<file path="config.mk">
export PLATFORM = sky130hd
export DESIGN_NAME = vme_bus_requester
export DESIGN_NICKNAME = d
export VERILOG_FILES = /design/src/rtl/vme_pkg.sv /design/src/rtl/vme_sync.sv /design/src/rtl/vme_bus_requester.sv
export SDC_FILE = /design/constraint.sdc
export NUM_CORES = 1
export LEC_CHECK = 0
export ABC_AREA = 1
export BUFFER_PORTS_ARGS = -buffer_cell sky130_fd_sc_hd__buf_4
export CAP_MARGIN = 25
export CORE_MARGIN = 2
export CORE_UTILIZATION = 55
export DETAILED_ROUTE_END_ITERATION = 6
export GPL_ROUTABILITY_DRIVEN = 0
export PLACE_DENSITY = 0.86
export SLEW_MARGIN = 5
export SYNTH_ARGS = -nofsm -noshare
export SYNTH_HDL_FRONTEND = slang
export SYNTH_SLANG_ARGS = --single-unit
</file>
<file path="constraint.sdc">
create_clock -name clock -period 3.12 [get_ports clock]
set_input_delay 0.156 -clock clock [delete_from_list [all_inputs] [get_ports clock]]
set_output_delay 0.156 -clock clock [all_outputs]
set_load 0.05 [all_outputs]
</file>
<file path="src/rtl/vme_pkg.sv">
// Shared definitions for the VME bus requester: signal polarity,
// number of request/grant levels and the requester state encoding.
package vme_pkg;

  // VME control lines are active-low
  localparam logic ACTIVE   = 1'b0;
  localparam logic INACTIVE = 1'b1;

  // BR0*-BR3* / BG0*-BG3*
  localparam int unsigned NUM_LEVELS = 4;

  typedef enum logic [2:0] {
    ST_IDLE     = 3'd0,
    ST_PASS     = 3'd1,
    ST_REQUEST  = 3'd2,
    ST_GRANTED  = 3'd3,
    ST_OWNER    = 3'd4,
    ST_RELEASE  = 3'd5
  } state_t;

  // True when an active-low line is asserted
  function automatic logic is_active(input logic v);
    return (v == ACTIVE);
  endfunction

endpackage

</file>
<file path="src/rtl/vme_sync.sv">
// Two-flop synchronizer for asynchronous active-low VME inputs.
// Reset parks both stages at the inactive level so nothing downstream
// sees a spurious grant or bus clear while coming out of reset.
module vme_sync
  import vme_pkg::*;
#(
  parameter int unsigned WIDTH = 1
) (
  input  logic             clock,
  input  logic             reset,
  input  logic [WIDTH-1:0] i_d,
  output logic [WIDTH-1:0] o_q
);

  logic [WIDTH-1:0] r_meta;
  logic [WIDTH-1:0] r_sync;

  // Metastability stage followed by the stable output stage
  always_ff @(posedge clock) begin
    if (reset) begin
      r_meta <= {WIDTH{INACTIVE}};
      r_sync <= {WIDTH{INACTIVE}};
    end else begin
      r_meta <= i_d;
      r_sync <= r_meta;
    end
  end

  assign o_q = r_sync;

endmodule

</file>
<file path="src/rtl/vme_bus_requester.sv">
// VME bus requester: requests the bus on one BR level, passes the
// daisy-chained grant when not interested, and holds BBSY* while the
// local CPU owns the bus. All outputs come straight from flops.
module vme_bus_requester
  import vme_pkg::*;
#(
  parameter int unsigned BUS_LEVEL = 3,
  parameter int unsigned BBSY_MIN  = 3,
  parameter int unsigned TIMEOUT   = 255
) (
  input  logic                  clock,
  input  logic                  reset,
  input  logic                  request_vme,
  input  logic                  cpu_as,
  input  logic [NUM_LEVELS-1:0] vme_bg_in,
  input  logic                  vme_bclr,
  output logic                  bus_acquired,
  output logic                  timeout_err,
  output logic [NUM_LEVELS-1:0] vme_br,
  output logic [NUM_LEVELS-1:0] vme_bg_out,
  output logic                  vme_bbsy_out
);

  localparam logic [1:0]  LVL    = 2'(BUS_LEVEL);
  localparam int unsigned WAIT_W = (TIMEOUT < 2) ? 1 : $clog2(TIMEOUT + 1);
  localparam int unsigned HOLD_W = (BBSY_MIN < 1) ? 1 : $clog2(BBSY_MIN + 1);
  localparam logic [WAIT_W-1:0] WAIT_LAST = WAIT_W'((TIMEOUT < 1) ? 0 : TIMEOUT - 1);
  localparam logic [HOLD_W-1:0] HOLD_MAX  = HOLD_W'(BBSY_MIN);

  logic [NUM_LEVELS-1:0] w_bg_sync;
  logic                  w_bclr_sync;
  logic                  w_grant;
  logic                  w_release;

  state_t                r_state;
  logic [WAIT_W-1:0]     r_wait_cnt;
  logic [HOLD_W-1:0]     r_hold_cnt;
  logic                  r_bus_acquired;
  logic                  r_timeout_err;
  logic [NUM_LEVELS-1:0] r_br;
  logic [NUM_LEVELS-1:0] r_bg_out;
  logic                  r_bbsy;

  vme_sync #(.WIDTH(NUM_LEVELS)) u_bg_sync (
    .clock (clock),
    .reset (reset),
    .i_d   (vme_bg_in),
    .o_q   (w_bg_sync)
  );

  vme_sync #(.WIDTH(1)) u_bclr_sync (
    .clock (clock),
    .reset (reset),
    .i_d   (vme_bclr),
    .o_q   (w_bclr_sync)
  );

  // Grant for our own level, seen only through the synchronizer
  assign w_grant = is_active(w_bg_sync[LVL]);

  // Give the bus up only between CPU cycles, after the minimum BBSY hold,
  // and only if the CPU is done or the arbiter asked us to clear
  assign w_release = (r_hold_cnt >= HOLD_MAX) &&
                     !is_active(cpu_as) &&
                     (!is_active(request_vme) || is_active(w_bclr_sync));

  // Requester FSM; outputs are registered together with the next state
  always_ff @(posedge clock) begin
    if (reset) begin
      r_state        <= ST_IDLE;
      r_wait_cnt     <= '0;
      r_hold_cnt     <= '0;
      r_bus_acquired <= INACTIVE;
      r_timeout_err  <= INACTIVE;
      r_br           <= {NUM_LEVELS{INACTIVE}};
      r_bg_out       <= {NUM_LEVELS{INACTIVE}};
      r_bbsy         <= INACTIVE;
    end else begin
      // Other levels' grants ripple through; our own level only in PASS
      r_bg_out       <= w_bg_sync;
      r_bg_out[LVL]  <= INACTIVE;
      r_bus_acquired <= INACTIVE;
      r_timeout_err  <= INACTIVE;
      r_br           <= {NUM_LEVELS{INACTIVE}};
      r_bbsy         <= INACTIVE;

      case (r_state)
        ST_IDLE: begin
          if (w_grant) begin
            r_state       <= ST_PASS;
            r_bg_out[LVL] <= ACTIVE;
          end else if (is_active(request_vme)) begin
            r_state    <= ST_REQUEST;
            r_wait_cnt <= '0;
            r_br[LVL]  <= ACTIVE;
          end
        end

        ST_PASS: begin
          if (w_grant) begin
            r_bg_out[LVL] <= ACTIVE;
          end else begin
            r_state <= ST_IDLE;
          end
        end

        ST_REQUEST: begin
          if (w_grant) begin
            r_state    <= ST_GRANTED;
            r_hold_cnt <= '0;
            r_bbsy     <= ACTIVE;
          end else if (!is_active(request_vme)) begin
            r_state <= ST_IDLE;
          end else if (r_wait_cnt == WAIT_LAST) begin
            r_state       <= ST_IDLE;
            r_timeout_err <= ACTIVE;
          end else begin
            r_wait_cnt <= r_wait_cnt + 1'b1;
            r_br[LVL]  <= ACTIVE;
          end
        end

        ST_GRANTED: begin
          r_state        <= ST_OWNER;
          r_hold_cnt     <= '0;
          r_bus_acquired <= ACTIVE;
          r_bbsy         <= ACTIVE;
        end

        ST_OWNER: begin
          if (w_release) begin
            r_state <= ST_RELEASE;
            r_bbsy  <= ACTIVE;
          end else begin
            r_bus_acquired <= ACTIVE;
            r_bbsy         <= ACTIVE;
            if (r_hold_cnt < HOLD_MAX) begin
              r_hold_cnt <= r_hold_cnt + 1'b1;
            end
          end
        end

        ST_RELEASE: begin
          r_state <= ST_IDLE;
        end

        default: begin
          r_state <= ST_IDLE;
        end
      endcase
    end
  end

  assign bus_acquired = r_bus_acquired;
  assign timeout_err  = r_timeout_err;
  assign vme_br       = r_br;
  assign vme_bg_out   = r_bg_out;
  assign vme_bbsy_out = r_bbsy;

endmodule

</file>
## Yosys cells after proc, flatten, opt, wreduce, memory -nomap -nowiden

Index checks and enable logic that the tools add are counted.

- Output and inout port bits: 11
- Input port bits: 9
- Flip-flop bits (word level): 34

- Reductions and logical operators: 13
- Multiplexer cells: 29
- $add $sub $neg: 2
- Equal/unequal tests: 17
- Bitwise gates (word level): 4
- Order comparisons: 2

Operators by type and width:

| operator | number |
|---|---|
| 8-bit two-way mux | 5 |
| 3-bit two-way mux | 7 |
| 8-bit case mux with 2 select lines | 1 |
| 3-bit case mux with 5 select lines | 1 |
| 2-bit inequality test, second input constant | 7 |
| 8-bit by 1-bit adder with 8-bit output, second input constant | 1 |
| 8-bit == test, second input constant | 1 |
| 1-bit two-way mux | 8 |
| 4-bit AND reduction | 2 |
| 3-bit by 2-bit == test with 1-bit output, second input constant | 2 |
| 2-bit two-way mux | 3 |
| 2-bit by 1-bit inequality test with 1-bit output, second input constant | 3 |
| 1-bit case mux with 2 select lines | 3 |
| 2-bit case mux with 3 select lines | 1 |
| 6-bit AND reduction | 1 |
| 2-bit OR reduction | 3 |
| 4-bit inequality test, second input constant | 1 |
| 1-bit NOT | 4 |
| 4-bit OR reduction | 1 |
| 3-bit by 1-bit == test with 1-bit output, second input constant | 1 |
| 3-bit == test, second input constant | 1 |
| 3-bit logical NOT | 1 |
| 3-bit inequality test, second input constant | 1 |
| 3-bit nonzero test | 1 |
| other kinds (6) | 7 |

## Longest topological paths before layout

- Depth after elaboration: 5
- Mapped depth: 11
- Mapped depth without buffers: 11

## Cells and area by module

From an unflattened synthesis, not the netlist that was laid out.

- Cells, all modules: 194
- Area total of the unflattened synthesis: 1376.3 um^2

By module, submodules not included:

| module | cells an instance | times used | area each (um^2) |
|---|---|---|---|
| vme_bus_requester | 162 | 1 | 1093.5 |
| vme_sync at u_bg_sync | 25 | 1 | 224.0 |
| vme_sync at u_bclr_sync | 7 | 1 | 58.8 |

## Least setup slack after synthesis

OpenSTA, ideal clock, no wires.

- Kind: register to register
- Start point: reg r_wait_cnt[0]
- End point: reg r_wait_cnt[6]
- Library setup time: 0.113 ns
- Arrival: 1.201 ns
- Cell stages (with the launch flop): 11
- Setup slack: 1.806 ns
- Cells stage by stage: dfxtp_1 -> inv_1 -> ha_1 -> inv_1 -> nor2_1 -> nand2_2 -> clkinv_1 -> nand2_4 -> nand2_4 -> nor2_1 -> nor2_1

- Longest elaborated chain between the ends: 5
- Elaborated cells on any way between the ends: 8
- Those cells by class: 1 x add/sub; 2 x eq/ne; 4 x mux; 1 x reduce/logical

RTL lines:

| item | RTL line | text |
|---|---|---|
| start: declaration | vme_bus_requester.sv:36 | `logic [WAIT_W-1:0] r_wait_cnt;` |
| start signal: assignment | vme_bus_requester.sv:118 | `r_wait_cnt <= r_wait_cnt + 1'b1;` |
| 8-bit by 1-bit adder with 8-bit output | vme_bus_requester.sv:118 |  |
| 8-bit two-way mux | vme_bus_requester.sv:114 | `end else if (r_wait_cnt == WAIT_LAST) begin` |
| 8-bit two-way mux | vme_bus_requester.sv:112 | `end else if (!is_active(request_vme)) begin` |
| 8-bit two-way mux | vme_bus_requester.sv:108 | `if (w_grant) begin` |
| 8-bit case mux with 2 select lines | vme_bus_requester.sv:87 | `case (r_state)` |

Parallel ways exist; a longest one is shown, timed or not. The select of a mux whose other input is x is not followed.
A chain may end at the register's enable or synchronous reset.

## Final worst setup path

- Start point: reg r_wait_cnt[0]
- End point: reg r_wait_cnt[4]

Same word-level chain as after synthesis.

==> flow_summary.yaml <==
routing:
  ant_nets: 0
  routed_via_density: 4.80
  drt-total-wl_mm: 2.62
  avgRoutedWirePerCell_um: 10.5
  vias: 1201
  drt_iter0_markers: 54
  dr.pass1.iters: 4
  drc: 0
worst_setup_path:
  path_delay_family: "simple AND/OR/NAND/NOR gates"
  crit_type: "reg2reg"
  path_cells: "inv_1, ha_1, inv_1, nor2_1, nand2_2, clkinv_1, nand2_4, nand2_4, nand2_1, nand2_1, nor2_1"
  cp-end-kind: "register"
  slowest_stage: "dfxtp_1"
  r2r-start: "r_wait_cnt[0]$_SDFFE_PP0P_"
  r2r_slack_ps: 1680
  critPathRequiredTime_ps: 3380
  cp_max_fo: 10
  worstPathArrival_ps: 1700
  worstRegToRegCells: 11
  cp-start-kind: "register"
  cpPeakStageDelay_ps: 410
  worst-path-buf-inv: 3
  rr_endpoint: "r_wait_cnt[4]$_SDFFE_PP0P_"
sta:
  fin_crit_ps: 1440
  max_freq_mhz: 695
  setup_tns_ps: 0
  slew_viol_final: 0
  skew_ps: 7.48
  setup_viol: 0
  grt_setup_unrepaired: "no"
  fin_crit_sh_pct: 46.1
  finalHoldViolCount: 0
grt:
  grtUsageMet1_pct: 22.4
  grt_max_degree: 21
  grt-busiest-layer: "met2"
  first_global_vias: 1009
  use_met2_pct: 27.0
  gr-total-overflow: 0
  grt_pass1_wl_mm: 4.28
  grt_util_met3_pct: 5.15
  grtUsageTotal_pct: 17.5
  antenna_found_initial: 0
synth:
  synth-seq-cells: 31
  yosys_warnings: 0
  yosysUniqueCellTypes: 28
  syn_area_sq_um: 1460
  ys_async_sr_fraction_pct: 0
  netlist_instances: 196
  synth_seq_area_share_pct: 42.5
  synth_ff_type: "dfxtp_1"
  synth_area_per_cell_sq_um: 7.46
  synth-edff-count: 0
die:
  start_util_pct: 58.5
  die_h_um: 55.5
  row_count: 18
  dieWidth_um: 55.5
  die_area_sq_um: 3090
  pin_count: 20
  coreArea_sq_um: 2500
final_layout:
  num-nets-final: 231
  finalNonFillerCells: 250
  layout-drive-gt1-share_pct: 24.1
  area_growth_pct: 18.0
  finish.utilization_pct: 69.0
  n_antenna_cell: 0
  stdcell_area_sq_um: 1720
power_and_ir_drop:
  p_per_area_nw_per_um2: 649
  vdd_drop_max_mv: 0.496
  p_leak_nw: 0.790
cts:
  cts_buffer_depth: 2
  post-cts-setup-buffers: 0
  cts_hold_buf: 0
  clkLatencyLatePin_ps: 320
  cts.sinks: 31
  cts_resized: 0
  htreeDepth: 2
  cts.clk_slew.worst_paths_ps: 90
  cts_tree: "built"
  root_buffer: "clkbuf_4"
  cts_buffers: 5
hold_path:
  hold_depth: 2
  hold_path_class: "in2reg"
  hold_end: "u_bclr_sync.r_meta$_SDFF_PP1_"
  min_from: "vme_bclr"
placed_design:
  hpwlAfterDp_mm: 1.80
  dp_cells: 238
  dpl_cell_area_sq_um: 1580
  port-buffer-count: 16
outcome:
  status: "finished, final reports clean"
job:
  maxCapViolations: 0
-- report_power, final --
part	internal, mW	switching, mW	total (mW)
Sequential	0.429	0.0292	0.458
Clock	0.250	0.134	0.384
Combinational	0.0921	0.186	0.278
Total	0.771	0.349	1.12
-- Yosys cell counts (2+ instances only) --
cell type	instances	area [sq um]
a21oi_1	5	25.0
a21oi_2	2	17.5
buf_4	3	22.5
clkbuf_1	2	7.51
clkinv_1	2	7.51
dfxtp_1	31	621
ha_1	3	37.5
inv_1	24	90.1
nand2_1	40	150
nand2_2	3	18.8
nand2_4	4	45.0
nand3_1	15	75.1
nand4_1	6	37.5
nor2_1	26	97.6
nor2_2	2	12.5
o21ai_0	4	20.0
or2_2	13	81.3
-- worst max path at each step --
| stage | startpoint | to | slack (ps) | cells after the start |
|---|---|---|---|---|
| after floorplan | r_wait_cnt[0]$_SDFFE_PP0P_ | r_wait_cnt[6]$_SDFFE_PP0P_ | 1810 | 10 |
| after global placement | r_wait_cnt[0]$_SDFFE_PP0P_ | r_wait_cnt[6]$_SDFFE_PP0P_ | 1740 | 10 |
| after detailed placement | r_wait_cnt[0]$_SDFFE_PP0P_ | r_wait_cnt[6]$_SDFFE_PP0P_ | 1710 | 10 |
| after CTS | r_wait_cnt[0]$_SDFFE_PP0P_ | r_wait_cnt[4]$_SDFFE_PP0P_ | 1680 | 11 |
| after global routing | r_wait_cnt[0]$_SDFFE_PP0P_ | r_wait_cnt[6]$_SDFFE_PP0P_ | 1470 | 11 |
| final | r_wait_cnt[0]$_SDFFE_PP0P_ | r_wait_cnt[4]$_SDFFE_PP0P_ | 1680 | 11 |
-- kinds of logic (layout without fill, tap and decap cells) --
family,after synthesis,after routing,synth area share (%)
other,1,3,0.257
and+or+nand+nor,114,114,39.1
buffers and inverters,34,56,10.4
DFF,31,31,42.5
AOI/OAI and AO/OA,13,13,5.22
adders and majority gates,3,3,2.57
-- layout make-up --
cell class	instances	area (sq um)
inverters	28	108
clock buffers	6	41.3
multi-input cells	133	697
flip-flops and latches	31	621
fillers	211	776
well taps	30	37.5
clock inverters	2	60.1
repair buffers	20	160
-- metrics by stage --
step	hold slack (ps)	worst slack [ps]	total power, mW
floorplan	260	1810	0.685
global placement	340	1740	0.731
detailed placement	343	1710	0.736
CTS	1.68	1680	1.12
global route	2.89	1470	1.18
finish	13.5	1680	1.12
-- metal layers --
metal	share of wire [%]	wire length [um]
met5	0	0
met4	1.5	38
met3	4.9	129
met2	47	1220
met1	47	1230
-- worst register-to-register path: cells and delay by family (launching register included) --
kind / cells / cell delay, ps
adder cells (fa/ha/maj): 1 / 190
buffers and inverters: 3 / 240
flip-flops: 1 / 410
AND/OR/NAND/NOR: 7 / 540
-- state kept, by name (all words and copies together), names as in the netlist, 2 cells and up --
signal and cells:
u_bg_sync.r_meta 4, r_hold_cnt 2, r_wait_cnt 8, u_bg_sync.o_q 4, vme_bg_out 4, r_state 3
-- layout by cell type (no fill, tap or decap), types with 2 or more instances in the layout --
cell type,n
a21oi_1,5
conb_1,3
a21oi_2,2
ha_1,3
nand4_1,6
nand2_1,40
nor2_1,26
nand2_2,3
dlygate4sd3_1,4
buf_4,16
inv_1,24
nand3_1,15
bufinv_16,2
nand2_4,4
clkinv_1,2
nor2_2,2
or2_2,13
o21ai_0,4
dfxtp_1,31
clkbuf_4,5
(Power assumes the default switching activity.)
